File: src/rtl/sd_loader_pkg.sv
// Shared definitions for the multi-region SD loader: FSM encoding, sector size
// and a width helper used for index and counter sizing.
package sd_loader_pkg;

   typedef enum logic [2:0] {
      ST_IDLE,
      ST_SELECT,
      ST_ISSUE,
      ST_WAIT_BUSY,
      ST_XFER,
      ST_DONE
   } state_t;

   localparam int SECTOR_WORDS = 256;
   // Per-sector word tally saturates well above SECTOR_WORDS so overruns stay visible.
   localparam int SEC_CNT_W    = 10;

   function automatic int clog2_min1(input int n);
      int w;
      w = 1;
      while ((1 << w) < n) w++;
      return w;
   endfunction

endpackage

File: src/rtl/sd_word_packer.sv
// Packs 16-bit words into OUT_W beats, earliest word in the LSBs; a word flagged
// last flushes the beat early with its unfilled upper lanes zeroed.
module sd_word_packer
   import sd_loader_pkg::*;
#(
   parameter int OUT_W = 32,
   parameter int RGN_W = 2
) (
   input  logic             clk,
   input  logic             rst_n,
   input  logic             clear_i,
   input  logic             word_vld_i,
   input  logic [15:0]      word_data_i,
   input  logic             word_last_i,
   input  logic [RGN_W-1:0] word_region_i,
   output logic             out_valid_o,
   output logic [OUT_W-1:0] out_data_o,
   output logic [RGN_W-1:0] out_region_o,
   output logic             out_last_o
);

   localparam int LANES  = OUT_W / 16;
   localparam int LANE_W = clog2_min1(LANES);

   logic [LANE_W-1:0] lane_q, lane_d;
   logic [OUT_W-1:0]  acc_q, acc_d;
   logic              emit;

   logic              out_valid_q;
   logic [OUT_W-1:0]  out_data_q;
   logic [RGN_W-1:0]  out_region_q;
   logic              out_last_q;

   always_comb begin
      acc_d  = acc_q;
      lane_d = lane_q;
      emit   = 1'b0;
      if (word_vld_i) begin
         // Starting a fresh beat wipes every lane, which gives the zero-fill on flush.
         if (lane_q == '0) acc_d = '0;
         for (int l = 0; l < LANES; l++) begin
            if (lane_q == LANE_W'(l)) acc_d[16*l +: 16] = word_data_i;
         end
         emit   = word_last_i || (lane_q == LANE_W'(LANES - 1));
         lane_d = emit ? '0 : lane_q + LANE_W'(1);
      end
      if (clear_i) lane_d = '0;
   end

   always_ff @(posedge clk or negedge rst_n) begin
      if (!rst_n) begin
         lane_q       <= '0;
         out_valid_q  <= 1'b0;
         out_data_q   <= '0;
         out_region_q <= '0;
         out_last_q   <= 1'b0;
      end else begin
         lane_q      <= lane_d;
         out_valid_q <= emit;
         out_last_q  <= emit && word_last_i;
         if (emit) begin
            out_data_q   <= acc_d;
            out_region_q <= word_region_i;
         end
      end
   end

   always_ff @(posedge clk) begin
      acc_q <= acc_d;
   end

   assign out_valid_o  = out_valid_q;
   assign out_data_o   = out_data_q;
   assign out_region_o = out_region_q;
   assign out_last_o   = out_last_q;

endmodule

File: src/rtl/sd_multi_region_loader.sv
// Copies up to NUM_REGIONS SD regions back-to-back into the DDR write stream,
// packing words to OUT_W and tagging each beat with its region index.
module sd_multi_region_loader
   import sd_loader_pkg::*;
#(
   parameter int NUM_REGIONS = 4,
   parameter int OUT_W       = 32,
   parameter int CNT_W       = 24,
   parameter int TIMEOUT     = 65535
) (
   input  logic                                clk,
   input  logic                                rst_n,
   input  logic                                start,
   input  logic [NUM_REGIONS-1:0]              cfg_en,
   input  logic [NUM_REGIONS*32-1:0]           cfg_sec_addr,
   input  logic [NUM_REGIONS*CNT_W-1:0]        cfg_word_cnt,
   input  logic                                rd_busy,
   input  logic                                sd_rd_val_en,
   input  logic [15:0]                         sd_rd_val_data,
   output logic                                rd_start_en,
   output logic [31:0]                         rd_sec_addr,
   output logic                                out_valid,
   output logic [OUT_W-1:0]                    out_data,
   output logic [clog2_min1(NUM_REGIONS)-1:0]  out_region,
   output logic                                out_last,
   output logic                                busy,
   output logic                                done,
   output logic                                err
);

   localparam int RGN_W = clog2_min1(NUM_REGIONS);
   localparam int IDX_W = clog2_min1(NUM_REGIONS + 1);
   localparam int TMO_W = clog2_min1(TIMEOUT + 1);

   state_t                        state_q, state_d;
   logic [IDX_W-1:0]              idx_q, idx_d;
   logic [RGN_W-1:0]              region_q, region_d;
   logic [31:0]                   sector_q, sector_d;
   logic [CNT_W-1:0]              left_q, left_d;
   logic                          rd_start_q, rd_start_d;
   logic [31:0]                   rd_addr_q, rd_addr_d;
   logic                          err_q, err_d;
   logic [TMO_W-1:0]              tmo_q, tmo_d;
   logic [SEC_CNT_W-1:0]          secw_q, secw_d;

   logic [NUM_REGIONS-1:0]        en_q;
   logic [NUM_REGIONS*32-1:0]     sec_cfg_q;
   logic [NUM_REGIONS*CNT_W-1:0]  cnt_cfg_q;

   logic                          start_acc;
   logic                          sel_found;
   logic [RGN_W-1:0]              sel_rgn;
   logic [31:0]                   sel_sec;
   logic [CNT_W-1:0]              sel_cnt;
   logic                          word_vld;
   logic                          word_last;

   // A start coinciding with done lands in ST_DONE and is therefore dropped.
   assign start_acc = (state_q == ST_IDLE) && start;

   always_ff @(posedge clk) begin
      if (start_acc) begin
         en_q      <= cfg_en;
         sec_cfg_q <= cfg_sec_addr;
         cnt_cfg_q <= cfg_word_cnt;
      end
   end

   // Lowest-numbered live region at or after idx_q; disabled or empty ones are skipped.
   always_comb begin
      sel_found = 1'b0;
      sel_rgn   = '0;
      sel_sec   = '0;
      sel_cnt   = '0;
      for (int i = 0; i < NUM_REGIONS; i++) begin
         if (!sel_found && (IDX_W'(i) >= idx_q) && en_q[i] &&
             (cnt_cfg_q[CNT_W*i +: CNT_W] != '0)) begin
            sel_found = 1'b1;
            sel_rgn   = RGN_W'(i);
            sel_sec   = sec_cfg_q[32*i +: 32];
            sel_cnt   = cnt_cfg_q[CNT_W*i +: CNT_W];
         end
      end
   end

   always_comb begin
      state_d    = state_q;
      idx_d      = idx_q;
      region_d   = region_q;
      sector_d   = sector_q;
      left_d     = left_q;
      rd_start_d = 1'b0;
      rd_addr_d  = rd_addr_q;
      err_d      = err_q;
      tmo_d      = tmo_q;
      secw_d     = secw_q;
      word_vld   = 1'b0;
      word_last  = 1'b0;
      unique case (state_q)
         ST_IDLE: begin
            if (start) begin
               state_d = ST_SELECT;
               idx_d   = '0;
               err_d   = 1'b0;
            end
         end
         ST_SELECT: begin
            if (sel_found) begin
               region_d = sel_rgn;
               sector_d = sel_sec;
               left_d   = sel_cnt;
               state_d  = ST_ISSUE;
            end else begin
               state_d = ST_DONE;
            end
         end
         ST_ISSUE: begin
            rd_start_d = 1'b1;
            rd_addr_d  = sector_q;
            tmo_d      = '0;
            secw_d     = '0;
            state_d    = ST_WAIT_BUSY;
         end
         ST_WAIT_BUSY: begin
            if (rd_busy) begin
               state_d = ST_XFER;
            end else if (tmo_q == TMO_W'(TIMEOUT - 1)) begin
               err_d   = 1'b1;
               state_d = ST_DONE;
            end else begin
               tmo_d = tmo_q + TMO_W'(1);
            end
         end
         ST_XFER: begin
            if (sd_rd_val_en) begin
               if (secw_q != '1) secw_d = secw_q + SEC_CNT_W'(1);
               // Words past the region's count still drain from the SD but are dropped.
               if (left_q != '0) begin
                  word_vld  = 1'b1;
                  word_last = (left_q == CNT_W'(1));
                  left_d    = left_q - CNT_W'(1);
               end
            end
            if (!rd_busy) begin
               if (secw_d != SEC_CNT_W'(SECTOR_WORDS)) err_d = 1'b1;
               if (left_d == '0) begin
                  idx_d   = IDX_W'(region_q) + IDX_W'(1);
                  state_d = ST_SELECT;
               end else begin
                  sector_d = sector_q + 32'd1;
                  state_d  = ST_ISSUE;
               end
            end
         end
         ST_DONE: begin
            state_d = ST_IDLE;
         end
         default: begin
            state_d = ST_IDLE;
         end
      endcase
   end

   always_ff @(posedge clk or negedge rst_n) begin
      if (!rst_n) begin
         state_q    <= ST_IDLE;
         idx_q      <= '0;
         region_q   <= '0;
         sector_q   <= '0;
         left_q     <= '0;
         rd_start_q <= 1'b0;
         rd_addr_q  <= '0;
         err_q      <= 1'b0;
         tmo_q      <= '0;
         secw_q     <= '0;
      end else begin
         state_q    <= state_d;
         idx_q      <= idx_d;
         region_q   <= region_d;
         sector_q   <= sector_d;
         left_q     <= left_d;
         rd_start_q <= rd_start_d;
         rd_addr_q  <= rd_addr_d;
         err_q      <= err_d;
         tmo_q      <= tmo_d;
         secw_q     <= secw_d;
      end
   end

   sd_word_packer #(
      .OUT_W (OUT_W),
      .RGN_W (RGN_W)
   ) u_packer (
      .clk           (clk),
      .rst_n         (rst_n),
      .clear_i       (start_acc),
      .word_vld_i    (word_vld),
      .word_data_i   (sd_rd_val_data),
      .word_last_i   (word_last),
      .word_region_i (region_q),
      .out_valid_o   (out_valid),
      .out_data_o    (out_data),
      .out_region_o  (out_region),
      .out_last_o    (out_last)
   );

   assign rd_start_en = rd_start_q;
   assign rd_sec_addr = rd_addr_q;
   assign busy        = (state_q != ST_IDLE) && (state_q != ST_DONE);
   assign done        = (state_q == ST_DONE);
   assign err         = err_q;

endmodule
File: config.mk
export PLATFORM = sky130hd
export DESIGN_NAME = sd_multi_region_loader
export DESIGN_NICKNAME = d
export VERILOG_FILES = /design/src/rtl/sd_loader_pkg.sv /design/src/rtl/sd_word_packer.sv /design/src/rtl/sd_multi_region_loader.sv
export SDC_FILE = /design/constraint.sdc
export NUM_CORES = 1
export LEC_CHECK = 0
export CORE_MARGIN = 4
export CORE_UTILIZATION = 40
export CTS_BUF_LIST = sky130_fd_sc_hd__clkbuf_4
export DETAILED_ROUTE_END_ITERATION = 12
export PLACE_DENSITY_LB_ADDON = 0.15
export SYNTH_ARGS = -nofsm -noshare
export SYNTH_HDL_FRONTEND = slang
export SYNTH_SLANG_ARGS = --single-unit
File: constraint.sdc
create_clock -name clk -period 6.8 [get_ports clk]
set_input_delay 1.7 -clock clk [delete_from_list [all_inputs] [get_ports clk]]
set_output_delay 1.7 -clock clk [all_outputs]
set_load 0.01 [all_outputs]
==> results.cfg, run 1 <==
[job]
drv_cap = 0

[global_route]
grt_max_degree = 121
grt_pass1_vias = 13732
antenna_found_initial = 9
grt_usage_pct = 22.02
grt_pass1_wl_um = 81010
grt-ovfl-total = 0

[critical_path]
r2r_start = left_q[9]
crit_required_ns = 7.46
critical_path.startpoint = sd_rd_val_en
crit_chain = clkdlybuf4s50_1, buf_4, nor4b_1, nand2_1, nor4b_1, xnor2_1, o2111ai_1, or4b_4, o21a_4, nor2_8, mux2_4
path_class = in2reg
critPathBufInv = 2
critPathSlowestCell = nor4b_1
slowest_delay_ns = 0.56
critPathTopFamily = simple AND/OR/NAND/NOR gates
path_common_cell = nor4b_1
crit_path_start_kind = primary input
critical_path.endpoint_type = flip-flop
crit_arrival_ns = 5.38
crit_fanout = 23

[finish]
multi_input_area_um2 = 5811
fin_cells = 2480
seq_area_um2 = 11200
fillCellCount = 3833
layout_commonest_cell = clkdlybuf4s50_1
drive_above_1_share_pct = 13.71
design_area_um2 = 22540
fin_nets = 2069
syn_to_final_growth_pct = 29.29
final_cell_mix = clkdlybuf4s50_1, edfxtp_1, nand2_1

[yosys]
yosysUniqueCellTypes = 78
ys_seq_elements = 405
yosysSeqAreaShare_pct = 64.21
avgSynthCellArea_um2 = 11.96
syn_area_um2 = 17440
synth-edff-count = 228
syn-num-nets = 1714
async_flop_share_pct = 39.75
ys.flop_type = edfxtp_1
yosysWarnings = 0
syn_inst = 1458

[sta]
maxSlewViolCount = 0
max_freq_ghz = 0.2119
fin_crit_sh_pct = 69.39
rsz0062_at_grt = no
setup_tns_ns = 0
finalHoldViolCount = 0
slew_headroom_pct = 33.43
tightest_slew_ns = 0.9962
setup_viol = 0
layout_min_cycle_time_ns = 4.718
skew_ns = 0.08467

[drt]
dr.pass1.iters = 8
totalWireLength_um = 52810
drt-initial-drc-count = 1375
antenna_left = 0
wl_per_cell_um = 21.29
viasPerCell = 5.583
drc = 0
routed-via-count = 13847

[cts]
h-tree-depth = 3
clock-root-buffer = clkbuf_4
cts_buffers = 108
clockBufferDepth = 3
cts_sinks = 405
ctsHoldBuffers = 0
cts_tree = built
clock_latency_ns = 0.82
path_clk_slew_ns = 0.06
cts.repair.resized = 0
cts_setup_buffers = 0

[power]
pwr-share-clk_pct = 24.9
switching_share_pct = 34.80
intPower_mw = 5.452
power_frac_seq_pct = 46.1
total_leakage_power_nw = 8.407
p_comb_share_pct = 29.0
vdd_drop_max_mv = 0.1531
p_per_area_nw_per_um2 = 371.0
power_switching_mw = 2.910

[placement]
io_buffers = 320
gp_congestion = 0.8826
dp_cells = 2288
place_hpwl_um = 36770
placed_cell_area_um2 = 21180

[die]
die_x_um = 216.8
die-height_um = 216.8
ioPinCount = 321
die_area_um2 = 46990
start_util_pct = 40.48
row_count = 76
fp.coreArea_um2 = 43080

[run_status]
status = completed

[hold_path]
holdCritPathClass = reg2reg
hp-start = u_packer.acc_q[0]
power by group through the flow:
stage / registers, mW / clock network [mW] / logic (mW)
after floorplan: 3.78 / 0 / 1.50
after global placement: 3.87 / 0 / 2.40
after global routing: 3.93 / 2.32 / 2.67
after CTS: 3.84 / 2.17 / 2.45
after detailed placement: 3.89 / 0 / 2.44
final: 3.85 / 2.08 / 2.43
Yosys cell counts, types with 4 or more instances:
cell type / number / area [um2]
nor4_1: 31 / 193.9
inv_1: 17 / 63.81
clkbuf_1: 80 / 300.3
dfxtp_1: 16 / 320.3
buf_4: 5 / 37.54
nand3_1: 64 / 320.3
o21ai_0: 92 / 460.4
a311oi_1: 17 / 148.9
buf_6: 4 / 45.04
or4_1: 5 / 37.54
mux2_2: 34 / 382.9
nor2_1: 73 / 274.0
nor3_1: 31 / 155.2
o22ai_1: 5 / 31.28
a222oi_1: 23 / 230.2
and4_1: 7 / 61.31
a21oi_1: 77 / 385.4
nor4b_1: 6 / 52.55
buf_2: 4 / 20.02
dfrtp_1: 161 / 4029
o31ai_1: 4 / 30.03
a211oi_1: 14 / 105.1
a221o_1: 36 / 360.4
and2_1: 4 / 25.02
xnor2_1: 11 / 96.34
a31oi_1: 23 / 143.9
and3_1: 23 / 143.9
or3_1: 11 / 68.82
mux2i_1: 6 / 60.06
ha_1: 7 / 87.58
nor2b_1: 8 / 50.05
o211ai_1: 9 / 67.56
a221oi_1: 29 / 254.0
edfxtp_1: 228 / 6847
a21boi_0: 4 / 30.03
nand2_1: 206 / 773.2
nand4_1: 18 / 112.6
cell families (layout without fill, tap and decap cells):
logic type | count (synthesis) | after routing | share of synthesized area [%]
compound gates | 365 | 365 | 14.66
other cells | 0 | 6 | 0
fa+ha+maj | 7 | 7 | 0.5023
simple gates | 511 | 511 | 14.38
flops | 405 | 405 | 64.21
xor+xnor | 14 | 14 | 0.7033
mux | 43 | 43 | 2.799
buf+inv | 113 | 544 | 2.741
state kept, by name (all words and copies together) (netlist names):
register,cells
state_q,3
tmo_q,16
rd_sec_addr,32
u_packer.out_region_o,2
idx_q,3
u_packer.out_data_o,32
err,1
en_q,4
rd_start_en,1
u_packer.lane_q,1
u_packer.acc_q,16
region_q,2
cnt_cfg_q,96
left_q,24
sector_q,32
secw_q,10
u_packer.out_valid_o,1
sec_cfg_q,128
u_packer.out_last_o,1
layout make-up:
class / instances / share of cell area (%)
flip-flops and latches: 405 / 49.66
multi-input cells: 940 / 25.78
repair buffers: 341 / 14.97
clock buffers: 166 / 5.528
well taps: 585 / 3.247
clock inverters: 20 / 0.4329
inverters: 17 / 0.3164
diodes: 6 / 0.06660
through the flow:
step	utilization (%)	setup WS (ns)	hold WS (ns)	total power, mW
floorplan	-	0.005664	0.4465	5.281
global placement	49.18	1.449	0.4525	6.273
detailed placement	49.18	1.378	0.4573	6.323
CTS	52.30	2.251	0.4724	8.454
global route	52.32	1.996	0.4802	8.913
finish	52.33	2.082	0.4719	8.362
layer usage:
| metal | GRT usage, % | vias up | share of wire (%) |
|---|---|---|---|
| met5 | 0 | - | 0.093 |
| met4 | 7.595 | 8 | 2.5 |
| met3 | 6.353 | 101 | 8.4 |
| met2 | 32.71 | 624 | 45 |
| met1 | 31.15 | 6711 | 44 |
| li1 | - | 6403 | - |
worst register-to-register path, stage by stage, from the launching register on:
cell and delay, ns:
dfrtp_1 0.52, nor4_2 0.71, and3_1 0.48, nand3_1 0.26
a2111oi_0 0.53, o2111ai_1 0.18, or4b_4 0.54, o21a_4 0.32
nor2_8 0.22, mux2_4 0.32
worst paths after layout:
kind / to / slack [ns] / depth (start not counted)
max in group asynchronous: rd_sec_addr[31] / 4.61 / 2
min in group asynchronous: left_q[6] / 0.93 / 1
setup / recovery: sector_q[20] / 2.08 / 11
hold / removal: u_packer.acc_q[0] / 0.47 / 1
hold reg to reg: u_packer.acc_q[0] / 0.47 / 1
setup reg to reg: sector_q[20] / 2.56 / 9
Power figures use the tool's default switching activity.
==> run 2, diff against run 1 <==
clock period = 4.4 ns   (was 6.8 ns; I/O delays follow)
==> results.cfg, run 2 (synthesis results as in run 1) <==
[run_status]
status = completed

[placement]
gp_congestion = 0.9307
place_hpwl_um = 37880
io_buffers = 320
placed_cell_area_um2 = 21440

[finish]
layout_commonest_cell = clkdlybuf4s50_1
fin_nets = 2095
largest_reg_flops = 128
final_util_pct = 52.88
drive_above_1_share_pct = 14.92
design_area_um2 = 22780
syn_to_final_growth_pct = 30.63
largest_register = sec_cfg_q
final_cell_mix = clkdlybuf4s50_1, edfxtp_1, nand2_1
reg.largest.list = sec_cfg_q: 128 flops, cnt_cfg_q: 96 flops

[cts]
cts_buffers = 107
path_clk_slew_ns = 0.06
cts.repair.resized = 0
clock-root-buffer = clkbuf_4
h-tree-depth = 3
cts_setup_buffers = 0
cts_tree = built
ctsHoldBuffers = 0
clock_latency_ns = 0.82
cts_sinks = 405
clockBufferDepth = 3

[critical_path]
critPathTopFamily = simple AND/OR/NAND/NOR gates
slowest_delay_ns = 0.72
crit_path_start_kind = flip-flop
critPathSlowestCell = or4b_2
crit_fanout = 22
critical_path.endpoint_type = flip-flop
crit_arrival_ns = 4.58
crit_required_ns = 5.07
crit_cells = 12
critPathBufInv = 2
path_class = reg2reg
crit_chain = inv_1, ha_1, or4b_2, nor4_4, a21boi_2, a211oi_1, o21ai_1, or4b_4, o21a_4, buf_4, o21ai_0, a21oi_1
rr_worst_depth = 12

[die]
die_x_um = 216.8
die_area_um2 = 46990
start_util_pct = 40.48
die-height_um = 216.8
ioPinCount = 321
row_count = 76
fp.coreArea_um2 = 43080

[global_route]
grt_pass1_vias = 13858
antenna_found_initial = 4
grt-ovfl-total = 0
grt_usage_pct = 22.06
grt_max_degree = 177
grt_pass1_wl_um = 81150

[sta]
rsz0062_at_grt = no
layout_min_cycle_time_ns = 3.908
skew_ns = 0.06068
max_freq_ghz = 0.2559
slew_headroom_pct = 27.91
finalHoldViolCount = 0
maxSlewViolCount = 0
whs_ns = 0.3762
fin_crit_sh_pct = 88.82
tightest_slew_ns = 1.081
setup_viol = 0

[power]
vdd_drop_max_mv = 0.2935
total_leakage_power_nw = 8.551
p_per_area_nw_per_um2 = 572.1
power_mw = 13.03

[drt]
drt-initial-drc-count = 1474
totalWireLength_um = 52920
dr.pass1.iters = 5
viasPerCell = 5.578
antenna_left = 0
routed-via-count = 13967
drc = 0
wl_per_cell_um = 21.14

[job]
drv_cap = 0

[hold_path]
holdCritPathClass = in2async
run 2: cell types whose count changed in the layout (fill, tap and decap cells not counted), moves of 2 or more:
cell | previous run | this run
clkinv_1 | 13 | 15
buf_4 | 20 | 44
inv_8 | 2 | 0
buf_12 | 1 | 4
diode_2 | 6 | 2
run 2: power by group:
part	total, mW	switching [mW]	internal (mW)	leakage (nW)
clock	3.21	1.51	1.71	0.813
combinational	3.88	2.20	1.68	3.41
sequential	5.94	0.815	5.12	4.33
total	13.0	4.52	8.51	8.55
run 2: path summary, 6_finish.rpt:
| kind | from | end | slack, ns |
|---|---|---|---|
| setup reg to reg | left_q[1] | sector_q[23] | 0.49 |
| setup / recovery | left_q[1] | sector_q[23] | 0.49 |
| hold / removal | rst_n | u_packer.out_data_o[21] | 0.38 |
| max in group asynchronous | rst_n | rd_sec_addr[9] | 3.06 |
| hold reg to reg | u_packer.acc_q[1] | u_packer.acc_q[1] | 0.47 |
| min in group clk | u_packer.acc_q[1] | u_packer.acc_q[1] | 0.47 |
run 2: cell type report:
class	instances	area [um2]
clock buffers	167	1254
multi-input cells	940	5827
fillers	3792	20300
diodes	2	5.005
clock inverters	20	81.33
flip-flops and latches	405	11200
repair buffers	368	3615
inverters	17	67.56
well taps	585	732.0
run 2: metrics by stage:
step                      worst slack, ns  setup TNS [ns]  cells
after floorplan                   -0.5496         -125.53   1458
after global placement             0.1071               0   2315
after CTS                          0.4773               0   2502
after global routing               0.1649               0   2504
after detailed placement          0.02616               0   2315
final                              0.4917               0   2504
run 2: layer usage:
metal	GRT usage, %	up-vias	wire length [um]
met2	33.31	544	24040
met4	6.678	4	1028
li1	-	6450	-
met1	31.66	6894	24020
met5	0	-	34
met3	5.557	75	3798
==> run 3, diff against run 2 <==
CORE_UTILIZATION = 30   (was 40)
==> results.cfg, run 3 (synthesis results as in run 1) <==
[finish]
final_cell_mix = clkdlybuf4s50_1, edfxtp_1, nand2_1
layout_commonest_cell = clkdlybuf4s50_1
reg.largest.list = sec_cfg_q: 128 flops, cnt_cfg_q: 96 flops
seq_area_um2 = 11200
fin_cells = 2704
largest_register = sec_cfg_q
drive_above_1_share_pct = 14.38
multi_input_area_um2 = 5827
final_util_pct = 40.14
fin_nets = 2099
syn_to_final_growth_pct = 32.56
fillCellCount = 5543
largest_reg_flops = 128

[drt]
wl_met1_um = 25490
antenna_left = 0
routed-via-count = 13798
drt-initial-drc-count = 1147
totalWireLength_um = 57090
route.met3.wl_um = 3945
dr.pass1.iters = 6
top_layer = met5
wl_per_cell_um = 21.11
drc = 0
wl_met2_um = 26310
viasPerCell = 5.103

[sta]
fin_crit_sh_pct = 86.06
layout_min_cycle_time_ns = 3.787
maxSlewViolCount = 0
rsz0062_at_grt = no
slew_headroom_pct = 34.55
max_freq_ghz = 0.2641
setup_viol = 0
skew_ns = 0.07866
finalHoldViolCount = 0
tightest_slew_ns = 0.9775

[cts]
clock_latency_ns = 0.89
h-tree-depth = 3
ctsHoldBuffers = 0
cts.repair.resized = 0
cts_setup_buffers = 0
clockBufferDepth = 3
cts_sinks = 405
clock-root-buffer = clkbuf_4
path_clk_slew_ns = 0.06
cts_tree = built
cts_buffers = 111

[critical_path]
critPathBufInv = 2
crit_chain = inv_1, ha_1, or4b_2, nor4_4, a21boi_2, nor4_1, o2111ai_1, or4b_4, o21a_4, buf_4, o21ai_0, a21oi_1
crit_path_start_kind = flip-flop
path_class = reg2reg
r2r_start = left_q[0]
rr_worst_depth = 12
crit_cells = 12
crit_fanout = 22
critPathSlowestCell = or4b_2
crit_required_ns = 5.13
slowest_delay_ns = 0.71
critical_path.startpoint = left_q[0]
crit_arrival_ns = 4.51
critPathTopFamily = simple AND/OR/NAND/NOR gates
critical_path.endpoint_type = flip-flop

[hold_path]
holdCritPathClass = in2async

[die]
die_x_um = 249.1
die-height_um = 249.1
die_area_um2 = 62040
fp.coreArea_um2 = 57590
ioPinCount = 321
start_util_pct = 30.28
row_count = 88

[global_route]
grt_max_degree = 115
grt-ovfl-total = 0
grt_usage_pct = 17.82
grt_pass1_wl_um = 86100
antenna_found_initial = 10
grt_pass1_vias = 13966

[placement]
gp_congestion = 0.8866
place_hpwl_um = 40830
dp_cells = 2495
io_buffers = 320

[job]
drv_cap = 0

[power]
vdd_drop_max_mv = 0.2460
total_leakage_power_nw = 8.564
p_per_area_nw_per_um2 = 569.9

[run_status]
status = completed
-- run 3: power breakdown --
group / total (mW) / switching [mW] / internal [mW] / leakage (nW)
Combinational: 3.92 / 2.23 / 1.69 / 3.43
Clock: 3.29 / 1.64 / 1.65 / 0.807
Sequential: 5.97 / 0.852 / 5.12 / 4.33
Total: 13.2 / 4.72 / 8.45 / 8.56
-- run 3: final cells by class --
type	instances	share of cell area (%)
Clock inverter	47	0.9257
Antenna cell	6	0.06496
Multi-Input combinational cell	940	25.21
Sequential cell	405	48.44
Inverter	17	0.2923
Timing Repair Buffer	368	15.86
Clock buffer	156	5.067
Tap cell	765	4.141
-- run 3: metrics by stage --
step	setup TNS (ns)	hold WS (ns)	setup WS, ns	power (mW)	area, um2
final	0	0.3222	0.6132	13.17	23110
after CTS	0	0.2441	0.5955	13.36	23100
after global placement	0	0.4541	0.1693	9.928	21710
after detailed placement	0	0.4590	0.07451	9.981	21710
after floorplan	-125.53	0.4465	-0.5496	8.133	17460
after global routing	0	0.3295	0.3952	14.04	23100
-- run 3: path summary, 6_finish.rpt --
check	end	slack [ns]
max	sector_q[6]	0.61
min	u_packer.out_data_o[23]	0.32
max reg2reg	sector_q[6]	0.61
min reg2reg	u_packer.acc_q[12]	0.47
max in group asynchronous	rd_sec_addr[22]	3.20
min in group clk	u_packer.acc_q[12]	0.47
-- run 3: worst register-to-register path, stage by stage (launching register included) --
cell	delay [ns]
dfrtp_1	0.48
inv_1	0.10
ha_1	0.16
or4b_2	0.71
nor4_4	0.34
a21boi_2	0.13
nor4_1	0.27
o2111ai_1	0.15
or4b_4	0.55
o21a_4	0.24
buf_4	0.21
o21ai_0	0.24
a21oi_1	0.11
-- run 3: routing by layer --
layer / global-route usage (%) / vias up
met5: 0 / -
met4: 5.881 / 10
met3: 4.782 / 96
met2: 27.66 / 501
met1: 24.41 / 6726
li1: - / 6465
